<file path="config.mk">
export PLATFORM = sky130hd
export DESIGN_NAME = alu_result_tx_flat
export DESIGN_NICKNAME = d
export VERILOG_FILES = /design/src/rtl/alu_result_tx_if.sv /design/src/rtl/alu_result_tx.sv /design/src/flat_wrapper.sv
export SDC_FILE = /design/constraint.sdc
export NUM_CORES = 1
export LEC_CHECK = 0
export CELL_PAD_IN_SITES_DETAIL_PLACEMENT = 1
export CELL_PAD_IN_SITES_GLOBAL_PLACEMENT = 2
export CORE_MARGIN = 10
export CORE_UTILIZATION = 34
export CTS_CLUSTER_SIZE = 28
export DETAILED_ROUTE_END_ITERATION = 16
export HOLD_SLACK_MARGIN = 0.12
export PLACE_DENSITY = 0.86
export SKIP_LAST_GASP = 1
export SYNTH_ARGS = -nofsm -noshare
export SYNTH_HDL_FRONTEND = slang
export SYNTH_SLANG_ARGS = --single-unit
</file>
<file path="constraint.sdc">
create_clock -name clk -period 2.85 [get_ports clk]
set_clock_uncertainty 0.05 [all_clocks]
set_input_delay 0.57 -clock clk [delete_from_list [all_inputs] [get_ports clk]]
set_output_delay 0.57 -clock clk [all_outputs]
set_load 0.05 [all_outputs]
</file>
<file path="src/rtl/alu_result_tx_if.sv">
// Handshake and serial-line bundle between the slave ALU and the result transmitter.
interface alu_result_tx_if #(
  parameter int WIDTH = 4
);
  logic             start;
  logic [WIDTH-1:0] result;
  logic             N;
  logic             Z;
  logic             C;
  logic             V;
  logic             ready;
  logic             tx;
  logic             done;

  modport master (
    output start, result, N, Z, C, V,
    input  ready, tx, done
  );

  modport slave (
    input  start, result, N, Z, C, V,
    output ready, tx, done
  );
endinterface

</file>
<file path="src/rtl/alu_result_tx.sv">
// Serial transmitter for one ALU result plus N/Z/C/V flags.
// Frame: start bit, payload LSB-first, even parity, stop bit.
//
// state  | meaning
// IDLE   | line high, ready for a new result
// START  | start bit (low)
// DATA   | payload bits: result[0..WIDTH-1], then N, Z, C, V
// PARITY | even-parity bit over the payload
// STOP   | stop bit (high); done pulses in its last cycle
module alu_result_tx #(
  parameter int WIDTH        = 4,
  parameter int CLKS_PER_BIT = 16
) (
  input  logic            clk,
  input  logic            rst_n,
  alu_result_tx_if.slave  bus
);
  localparam int PW = WIDTH + 4;
  localparam int CW = $clog2(CLKS_PER_BIT);
  localparam int BW = $clog2(PW);
  localparam logic [CW-1:0] CNT_LAST = CW'(CLKS_PER_BIT - 1);
  localparam logic [CW-1:0] CNT_DONE = CW'(CLKS_PER_BIT - 2);
  localparam logic [BW-1:0] BIT_LAST = BW'(PW - 1);

  typedef enum logic [2:0] {IDLE, START, DATA, PARITY, STOP} state_t;

  state_t          state_q, state_d;
  logic [CW-1:0]   cnt_q, cnt_d;
  logic [BW-1:0]   bit_q, bit_d;
  logic [PW-1:0]   shreg_q, shreg_d;
  logic            par_q, par_d;
  logic            tx_q, tx_d;
  logic            ready_q, ready_d;
  logic            done_q, done_d;
  logic            bit_end;
  logic            accept;
  logic [PW-1:0]   payload;

  assign bit_end = (cnt_q == CNT_LAST);
  assign payload = {bus.V, bus.C, bus.Z, bus.N, bus.result};
  // A held start is also taken at the end of STOP so frames run back-to-back.
  assign accept  = bus.start && ((state_q == IDLE) || ((state_q == STOP) && bit_end));

  always_ff @(posedge clk or negedge rst_n) begin
    if (!rst_n) begin
      state_q <= IDLE;
      cnt_q   <= '0;
      bit_q   <= '0;
      shreg_q <= '0;
      par_q   <= 1'b0;
      tx_q    <= 1'b1;
      ready_q <= 1'b1;
      done_q  <= 1'b0;
    end else begin
      state_q <= state_d;
      cnt_q   <= cnt_d;
      bit_q   <= bit_d;
      shreg_q <= shreg_d;
      par_q   <= par_d;
      tx_q    <= tx_d;
      ready_q <= ready_d;
      done_q  <= done_d;
    end
  end

  always_comb begin
    state_d = state_q;
    cnt_d   = bit_end ? '0 : cnt_q + CW'(1);
    bit_d   = bit_q;
    shreg_d = shreg_q;
    par_d   = par_q;
    tx_d    = tx_q;
    ready_d = ready_q;
    done_d  = 1'b0;
    case (state_q)
      IDLE: begin
        cnt_d = '0;
      end
      START: begin
        if (bit_end) begin
          state_d = DATA;
          bit_d   = '0;
          tx_d    = shreg_q[0];
        end
      end
      DATA: begin
        if (bit_end) begin
          if (bit_q == BIT_LAST) begin
            state_d = PARITY;
            tx_d    = par_q;
          end else begin
            bit_d   = bit_q + BW'(1);
            shreg_d = shreg_q >> 1;
            tx_d    = shreg_q[1];
          end
        end
      end
      PARITY: begin
        if (bit_end) begin
          state_d = STOP;
          tx_d    = 1'b1;
        end
      end
      STOP: begin
        if (cnt_q == CNT_DONE) done_d = 1'b1;
        if (bit_end) begin
          state_d = IDLE;
          tx_d    = 1'b1;
          ready_d = 1'b1;
        end
      end
      default: begin
        state_d = IDLE;
        tx_d    = 1'b1;
        ready_d = 1'b1;
      end
    endcase
    if (accept) begin
      state_d = START;
      cnt_d   = '0;
      shreg_d = payload;
      par_d   = ^payload;
      tx_d    = 1'b0;
      ready_d = 1'b0;
    end
  end

  assign bus.tx    = tx_q;
  assign bus.ready = ready_q;
  assign bus.done  = done_q;
endmodule

</file>
<file path="src/flat_wrapper.sv">
// flat-port wrapper written by rule: the top's interface ports become plain ports
module alu_result_tx_flat 
#(
  parameter int WIDTH        = 4,
  parameter int CLKS_PER_BIT = 16
)
  (clk, rst_n, bus_start, bus_result, bus_N, bus_Z, bus_C, bus_V, bus_ready, bus_tx, bus_done);
  alu_result_tx_if #(.WIDTH(WIDTH)) bus_i ();
  input  logic clk;
  input  logic rst_n;
  input wire logic [$bits(bus_i.start)-1:0] bus_start;
  input wire logic [$bits(bus_i.result)-1:0] bus_result;
  input wire logic [$bits(bus_i.N)-1:0] bus_N;
  input wire logic [$bits(bus_i.Z)-1:0] bus_Z;
  input wire logic [$bits(bus_i.C)-1:0] bus_C;
  input wire logic [$bits(bus_i.V)-1:0] bus_V;
  output wire logic [$bits(bus_i.ready)-1:0] bus_ready;
  output wire logic [$bits(bus_i.tx)-1:0] bus_tx;
  output wire logic [$bits(bus_i.done)-1:0] bus_done;
  assign bus_i.start = bus_start;
  assign bus_i.result = bus_result;
  assign bus_i.N = bus_N;
  assign bus_i.Z = bus_Z;
  assign bus_i.C = bus_C;
  assign bus_i.V = bus_V;
  assign bus_ready = bus_i.ready;
  assign bus_tx = bus_i.tx;
  assign bus_done = bus_i.done;
  alu_result_tx #(.WIDTH(WIDTH), .CLKS_PER_BIT(CLKS_PER_BIT)) u_core (.clk(clk), .rst_n(rst_n), .bus(bus_i));
endmodule
</file>
# [Word level (Yosys, flattened, before mapping)]
# Index checks and enable logic that the tools add are counted.
[totals] out_inout_bits=3 inputBits=11 n_memories=0 elab_cells=71 ram_bits=0 reg_bits=22 latch_bits=0 romBits=0
[op_classes] multipliers=0 bitwise_logic=0 addsub=2 n_reduce_logical=15 mux=27 n_shift=0 magnitude_cmp=0 n_eq_ne=19 div_mod_pow=0
[ops] operator="two-way mux 8 bit" count=4
[ops] operator="two-way mux 3 bit" count=8
[ops] operator="inequality test 3 x 1 -> 1 bit (second input constant)" count=6
[ops] operator="one-hot mux 3 bit (5 select lines)" count=1
[ops] operator="two-way mux 4 bit" count=3
[ops] operator="inequality test 2 x 1 -> 1 bit (second input constant)" count=5
[ops] operator="== test 4 bit (second input constant)" count=2
[ops] operator="two-way mux 1 bit" count=8
[ops] operator="AND reduction 4 bit" count=2
[ops] operator="parity 8 bit" count=1
[ops] operator="== test 3 x 2 -> 1 bit (second input constant)" count=2
[ops] operator="== test 3 bit (second input constant)" count=2
[ops] operator="one-hot mux 3 bit (2 select lines)" count=1
[ops] operator="AND reduction 6 bit" count=1
[ops] operator="nonzero test 2 bit" count=3
[ops] operator="adder 4 x 1 -> 4 bit (second input constant)" count=1
[ops] operator="one-hot mux 1 bit (4 select lines)" count=1
[ops] operator="OR reduction 4 bit" count=1
[ops] operator="adder 3 x 1 -> 3 bit (second input constant)" count=1
[ops] operator="== test 3 x 1 -> 1 bit (second input constant)" count=1
[ops] operator="logical NOT 3 bit" count=1
[ops] operator="AND reduction 3 bit" count=1
[ops] operator="logical AND 1 bit" count=2
[ops] operator="inequality test 2 bit (second input constant)" count=1
[ops] operator="4 further kinds" count=4

# [Depth between registers and ports, before layout]
# Gate-level depths: netlist (run 1).
[depth] word_depth=6 depth_mapped=7 ltp_nobuf=6

# [Least setup slack after synthesis (run 1)]
# OpenSTA, ideal clock, no wires.
[synth_timing] kind="register to register" start="register u_core.bit_q[0]" end="register u_core.shreg_q[1]" setup_slack_ns=0.884 arrival_ns=1.788 path_buffers=1 path_stages_with_launch=8 path_cell_list="dfrtp_1 ha_1 ha_1 or3b_1 or3_1 buf_6 mux2i_1 o21ai_1"
[synth_between] elab_chain_cells=3
[synth_lines] item="from (decl)" line_no="alu_result_tx.sv:29" source="logic [BW-1:0] bit_q, bit_d;"
[synth_lines] item="from (signal assigned)" line_no="alu_result_tx.sv:57" source="bit_q <= bit_d;"
[synth_lines] item="== test 3 bit" line_no="alu_result_tx.sv:88" source="if (bit_q == BIT_LAST) begin"
[synth_lines] item="inequality test 2 x 1 -> 1 bit (no line)"
[synth_lines] item="AND reduction 3 bit (no line)"
[synth_lines] item="to (signal assigned)" line_no="alu_result_tx.sv:58" source="shreg_q <= shreg_d;"
[synth_lines] item="to (decl)" line_no="alu_result_tx.sv:30" source="logic [PW-1:0] shreg_q, shreg_d;"
# Every way passes these cells.
# A chain may end at the register's enable or synchronous reset.

# [Final worst setup path (run 1)]
[layout_timing] start="register u_core.tx_q (netlist: u_core.bus.tx)" end="output bus_tx"
[layout_rtl] item="from (decl)" line_no="alu_result_tx.sv:32" source="logic tx_q, tx_d;"
[layout_rtl] item="from (signal assigned)" line_no="alu_result_tx.sv:60" source="tx_q <= tx_d;"
[layout_rtl] item="to (decl)" line_no="flat_wrapper.sv:18" source="output wire logic [$bits(bus_i.tx)-1:0] bus_tx;"
# No word-level cell between the ends.

==> results of run 1 <==
## worst paths after layout
kind                                                 endpoint  slack [ns]  cells past startpoint
worst max-delay path                                   bus_tx        0.56                      1
worst min-delay path              u_core.bit_q[2]$_DFFE_PN0P_        0.46                      2
worst max register to register  u_core.shreg_q[6]$_DFFE_PN0P_        0.58                      6
worst min register to register    u_core.bit_q[2]$_DFFE_PN0P_        0.46                      2
max in group asynchronous           u_core.bus.tx$_DFFE_PN1P_        1.92                      2
min in group asynchronous       u_core.shreg_q[1]$_DFFE_PN0P_        0.55                      2
## layout make-up
cell class | instances | area [sq um]
clock buffers | 3 | 22.5
clock inverters | 1 | 30.0
fillers | 415 | 1960
inverters | 3 | 11.3
multi-input cells | 93 | 586
flip-flops and latches | 22 | 553
well taps | 46 | 57.6
repair buffers | 15 | 145
## synthesized netlist by cell type, types with 3 or more instances
cell     count
o21ai_1      7
inv_1        3
nand2_1     19
mux2i_1      6
ha_1         4
dfrtp_1     20
nor2_1      10
a21oi_1      6
o21ai_0      7
xnor2_1      8
## worst register-to-register path, cell delays in order (launching register included)
cell	delay (ns)
dfrtp_1	0.42
ha_1	0.21
ha_1	0.23
or3b_1	0.38
or3_1	0.52
mux2i_1	0.26
o21ai_1	0.08
## metal layers
metal | track usage, % | part of all wire, %
met5 | 0 | 0
met4 | 3.23 | 1.5
met3 | 2.03 | 3.3
met2 | 14.0 | 48
met1 | 10.8 | 47
## per-stage QoR
| step | std cells | cell area, sq um | setup WS, ns | utilization [%] |
|---|---|---|---|---|
| floorplan | 124 | 1190 | 0.884 | - |
| global placement | 179 | 1350 | 0.573 | 40.2 |
| detailed placement | 179 | 1350 | 0.522 | 40.2 |
| CTS | 183 | 1410 | 0.539 | 41.8 |
| global route | 183 | 1410 | 0.449 | 41.8 |
| finish | 183 | 1410 | 0.557 | 41.8 |
## flip-flops by register name (all words and copies together) (netlist names)
register and cells:
u_core.state_q 3, u_core.bit_q 3, u_core.bus.ready 1, u_core.bus.tx 1
u_core.shreg_q 8, u_core.bus.done 1, u_core.cnt_q 4, u_core.par_q 1
## cells by family after synthesis
kind of cell | after synthesis | share of synthesized area [%]
multiplexers | 6 | 5.04
adder cells (fa/ha/maj) | 4 | 4.20
flip-flops | 22 | 46.4
AO/OA/AOI/OAI | 30 | 15.8
buffers and inverters | 9 | 4.51
XOR/XNOR | 9 | 6.61
AND/OR/NAND/NOR | 44 | 17.4
## where the power goes
group          internal [mW]  switching (mW)  leakage [nW]
clock network          0.142          0.0921        0.0279
registers              0.321         0.00485         0.266
logic                 0.0322          0.0277         0.326
==> metrics.txt, run 1 <==
status complete, no violations; Initial Util between 30% and 40%; largest net degree at the start of global routing 23; critical path arrival roughly 1.7 ns; Routed Antenna Nets 0; number of remaining DRC errors 0; TNS Setup 0 ns; crit end category output port; Min Clock Period, post-route roughly 2.3 ns; critical path peak fanout 3; Worst Tran Pin Value ~0.5 ns; fin nets roughly 150; ranking of synthesized cells by area dfrtp_1 42%, nand2_1 6.0%, xnor2_1 5.9%; Max VDD drop 194 uV; Area Growth Syn to Fin 17.8%; Netlist cell types 37; clk slew on worst S/H paths 0.12 ns; TritonCTS clock tree built; final hold vios 0; Max Fclk ~440 MHz; Root Driver clkbuf_4; Hold WS 0.461 ns; synth warn 0; RSZ-0062 raised after global routing false; chip width roughly 79 um; PD cells between 400 and 500 mW/mm^2; post-DP HPWL between 1500 and 2000 um; buffer count from post-CTS setup fixing 0; WL/cell ~14 um; CP peak stage delay just over 0.8 ns; most area-hungry cell type in the Yosys netlist dfrtp_1; CTS sink count 22; Max-slew headroom between 60% and 70%; IO Count 14; post-DR vias/cell just over 5; HP Class reg -> reg; Inserted Clock Buffers 3; area share of the largest cell type after synthesis a little over two fifths; asr flop ratio synth 100%; Final period util 80.5%; Gates resized, CTS repair 0; Worst Setup Start Kind flip-flop; cells along the critical path clkdlybuf4s50_1; Post-Syn Instances between 100 and 150; PortBufs 13; ys flop type dfrtp_1; Clock Tree Buf Depth 2; #FFs+latches synth 22; Post-CTS Hold Buffers 0; Core ar. roughly 0.0034 sq mm; most frequent cells in the layout 20 x dfrtp_1, 19 x nand2_1, 13 x clkdlybuf4s50_1, 10 x nor2_1, 8 x xnor2_1; total track usage 8.62%; CP Buf/Inv Count 1; MaxCap Viol Count 0; HP Start u_core.bit_q[2]$_DFFE_PN0P_; total iterations of the first detailed-routing run 2; Critical Path RT roughly 2.2 ns; number of global-route vias before repair 978; via count a little over 900; Row Count 21; setup violators final 0; routability cong. 0.746; total power 620 uW; Total Die Area between 0.006 and 0.007 sq mm; Avg Cell Area, Syn ~9.6 sq um; critical path's slowest cell clkdlybuf4s50_1; commonest non-fill, non-tap cell in the layout dfrtp_1; Antenna Cells 0; Leak 0.620 nW; Post-synth EDFFs 0; initial antenna violation count 0; layout cells sized above 1 8.03%; CTS H-Tree Depth 1; crit path launch u_core.bus.tx$_DFFE_PN1P_; max-slew violations 0; Syn Nets 139; drt total wl around 2500 um; post-synthesis sequential area ratio between 40% and 50%; grt ovf 0; reg2reg start u_core.bit_q[0]$_DFFE_PN0P_; first-pass GRT wire length 4400 um; Top delay family on crit path buffers and inverters; CP Class reg -> out; DRT iter0 DRCs 39; DIE HEIGHT roughly 79 um; Cell Area, Synth roughly 0.0012 sq mm; clk_lat worst skew 0.31 ns
Power figures use the tool's default switching activity.
==> run 2, diff against run 1 <==
--- a/config.mk
+++ b/config.mk
@@ -8,11 +8,11 @@
 export CELL_PAD_IN_SITES_DETAIL_PLACEMENT = 1
 export CELL_PAD_IN_SITES_GLOBAL_PLACEMENT = 2
 export CORE_MARGIN = 10
-export CORE_UTILIZATION = 34
+export CORE_UTILIZATION = 31
 export CTS_CLUSTER_SIZE = 28
 export DETAILED_ROUTE_END_ITERATION = 16
 export HOLD_SLACK_MARGIN = 0.12
-export PLACE_DENSITY = 0.86
+export PLACE_DENSITY = 0.83
 export SKIP_LAST_GASP = 1
 export SYNTH_ARGS = -nofsm -noshare
 export SYNTH_HDL_FRONTEND = slang
==> constraint.sdc (replaced) <==
create_clock -name clk -period 2 [get_ports clk]
set_clock_uncertainty 0.05 [all_clocks]
set_input_delay 0.4 -clock clk [delete_from_list [all_inputs] [get_ports clk]]
set_output_delay 0.4 -clock clk [all_outputs]
set_load 0.05 [all_outputs]
==> run 2 against run 1 <==
The flow now finishes with violations (negative setup slack). Via count is 1.6% higher. Clock power is 36% higher. Highest routed layer unchanged. Non-clock buffer count increased by 9. Worst hold slack worse by 0.024 ns. Critical path type is now reg -> reg. Sequential share of layout area fell by 2.8 points.
==> metrics.txt, run 2 (same netlist as run 1, synthesis figures left out) <==
number of global-route vias before repair 1082 (was 978); top flop regs u_core.shreg_q (8), u_core.cnt_q (4) (unchanged); PD cells 574 mW/mm^2 (was 442 mW/mm^2); WL/cell 13.9 um (was 13.8 um); PortBufs 13 (unchanged); status finished, violations left (was complete, no violations); reg2reg start u_core.bit_q[1]$_DFFE_PN0P_ (was u_core.bit_q[0]$_DFFE_PN0P_); met2 wire len 1320 um (was 1220 um); most frequent cells in the layout 20 x dfrtp_1, 19 x nand2_1, 11 x clkdlybuf4s50_1, 10 x nor2_1, 10 x buf_4 (was 20 x dfrtp_1, 19 x nand2_1, 13 x clkdlybuf4s50_1, 10 x nor2_1, 8 x xnor2_1); Initial Util 32.3% (was 35.5%); uppermost layer routed met4 (unchanged); drt total wl 2700 um (was 2520 um); post-DR vias/cell 4.88 (was 5.09); Total Die Area 0.00673 sq mm (was 0.00628 sq mm); DIE HEIGHT 82.0 um (was 79.2 um); TNS Setup -0.0389 ns (was 0 ns); Post-CTS Hold Buffers 0 (unchanged); CTS H-Tree Depth 1 (unchanged); largest reg by FF count u_core.shreg_q (unchanged); IO Count 14 (unchanged); Met3 Wirelength 123 um (was 83 um); Worst Setup Start Kind flip-flop (unchanged); Final Non-Filler Cells 194 (was 183); RSZ-0062 raised after global routing true (was false); Inserted Clock Buffers 3 (unchanged); grt ovf 0 (unchanged); final hold vios 0 (unchanged); metal1 wirelength 1250 um (was 1180 um); worst slack, placed -0.0897 ns (was 0.522 ns); worst r2r dst u_core.shreg_q[3]$_DFFE_PN0P_ (was u_core.shreg_q[6]$_DFFE_PN0P_); placed cells 188 (was 179); Min Clock Period, post-route ~2.0 ns; max-slew violations 0 (unchanged); HP Class in -> async (was reg -> reg); routability cong. 0.738 (was 0.746); final instance area 0.00151 sq mm (was 0.00141 sq mm); largest net degree at the start of global routing 23 (unchanged); initial antenna violation count 0 (unchanged); Critical Path RT 2.10 ns (was 2.23 ns); total iterations of the first detailed-routing run 4 (was 2); Final period util 101%; Row Count 22 (was 21); Area Growth Syn to Fin 26.9% (was 17.8%); Routed Antenna Nets 0 (unchanged); clk_lat worst skew 0.26 ns (was 0.31 ns); Root Driver clkbuf_8 (was clkbuf_4); reg2reg path depth 7 (was 6); Worst Tran Pin Value 0.502 ns (was 0.501 ns); total power 868 uW (was 620 uW); post-route setup slack -0.0143 ns (was 0.557 ns); Fill cells 449 (was 415); Antenna Cells 0 (unchanged); post-DP HPWL 2000 um (was 1990 um); first-pass GRT wire length 4920 um (was 4400 um); MaxCap Viol Count 0 (unchanged); CTS sink count 22 (unchanged); Max-slew headroom 66.5% (about the same); DRT iter0 DRCs 56 (was 39); Max VDD drop 303 uV (was 194 uV); reg-to-reg slack, setup -0.01 ns (was 0.58 ns); Core ar. 0.00369 sq mm (was 0.00336 sq mm); Max Fclk between 400 and 500 MHz; Leak 0.660 nW (was 0.620 nW); commonest non-fill, non-tap cell in the layout dfrtp_1 (unchanged); crit end category flip-flop (was output port); via count 946 (was 931); chip width 82.0 um (was 79.2 um); TritonCTS clock tree built (unchanged); fin nets 162 (was 153); setup violators final 3 (was 0); CP Class reg -> reg (was reg -> out); total track usage 8.99% (was 8.62%); Cell Area, Placed 0.00142 sq mm (was 0.00135 sq mm); Clock Tree Buf Depth 2 (unchanged); failing checks negative setup slack; critical path peak fanout 5 (was 3); max reg flops 8 (unchanged); critical path arrival 2.11 ns (was 1.67 ns); layout cells sized above 1 18.5% (was 8.03%); number of remaining DRC errors 0 (unchanged); clk slew on worst S/H paths 0.08 ns (was 0.12 ns)
==> run 2: cell count changes in the layout (fill, tap and decap cells not counted), sizes merged <==
cell           before  now
bufinv              1    0
clkbuf              3    4
buf                 2   13
clkdlybuf4s50      13   11
==> run 2: final cells by class <==
cell class	count	area, sq um	area share (%)
multi-input combinational	93	612	40.4
tap	48	60.1	3.97
inverter	3	11.3	0.744
clock buffer	4	55.1	3.64
sequential	22	553	36.6
timing repair buffer	24	221	14.6
==> run 2: stage by stage <==
stage / utilization (%) / hold WS [ns]
6_report: 41.0 / 0.437
5_1_grt: 41.0 / 0.477
4_1_cts: 40.9 / 0.452
3_5_place_dp: 38.4 / 0.439
3_3_place_gp: 38.4 / 0.428
2_1_floorplan: - / 0.0544
==> run 2: per-layer routing <==
metal,vias up,global-route usage (%)
li1,472,-
met1,458,10.9
met2,14,15.5
met3,2,3.17
met4,0,0.850
met5,-,0
==> run 2: where the power goes <==
part	internal, mW	switching [mW]	leakage (nW)
combinational	0.0459	0.0380	0.365
clock	0.175	0.144	0.0288
sequential	0.458	0.00749	0.266
total	0.679	0.189	0.660
==> run 2: worst max-delay path, stage by stage (launching register included) <==
cell	delay (ns)
dfrtp_1	0.39
ha_2	0.20
ha_4	0.16
or3b_4	0.37
or3_4	0.35
buf_2	0.17
mux2i_1	0.15
o21ai_1	0.07
==> run 2: how the worst max path moves through the flow <==
stage	from	to	slack [ns]	depth (start not counted)
3_5_place_dp	u_core.bit_q[0]$_DFFE_PN0P_	u_core.shreg_q[6]$_DFFE_PN0P_	-0.09	7
5_1_grt	u_core.bit_q[1]$_DFFE_PN0P_	u_core.shreg_q[5]$_DFFE_PN0P_	-0.08	7
2_1_floorplan	u_core.bit_q[0]$_DFFE_PN0P_	u_core.shreg_q[1]$_DFFE_PN0P_	0.03	7
6_report	u_core.bit_q[1]$_DFFE_PN0P_	u_core.shreg_q[3]$_DFFE_PN0P_	-0.01	7
3_3_place_gp	bus_start	u_core.shreg_q[7]$_DFFE_PN0P_	-0.003	5
4_1_cts	u_core.bit_q[0]$_DFFE_PN0P_	u_core.shreg_q[6]$_DFFE_PN0P_	-0.03	7
==> run 2: repair_timing <==
action	4_1_cts	5_1_grt
setup endpoints to repair	8	9
buffers inserted	1	0
cloned	1	0
resized for setup	6	2
pin swaps	1	2
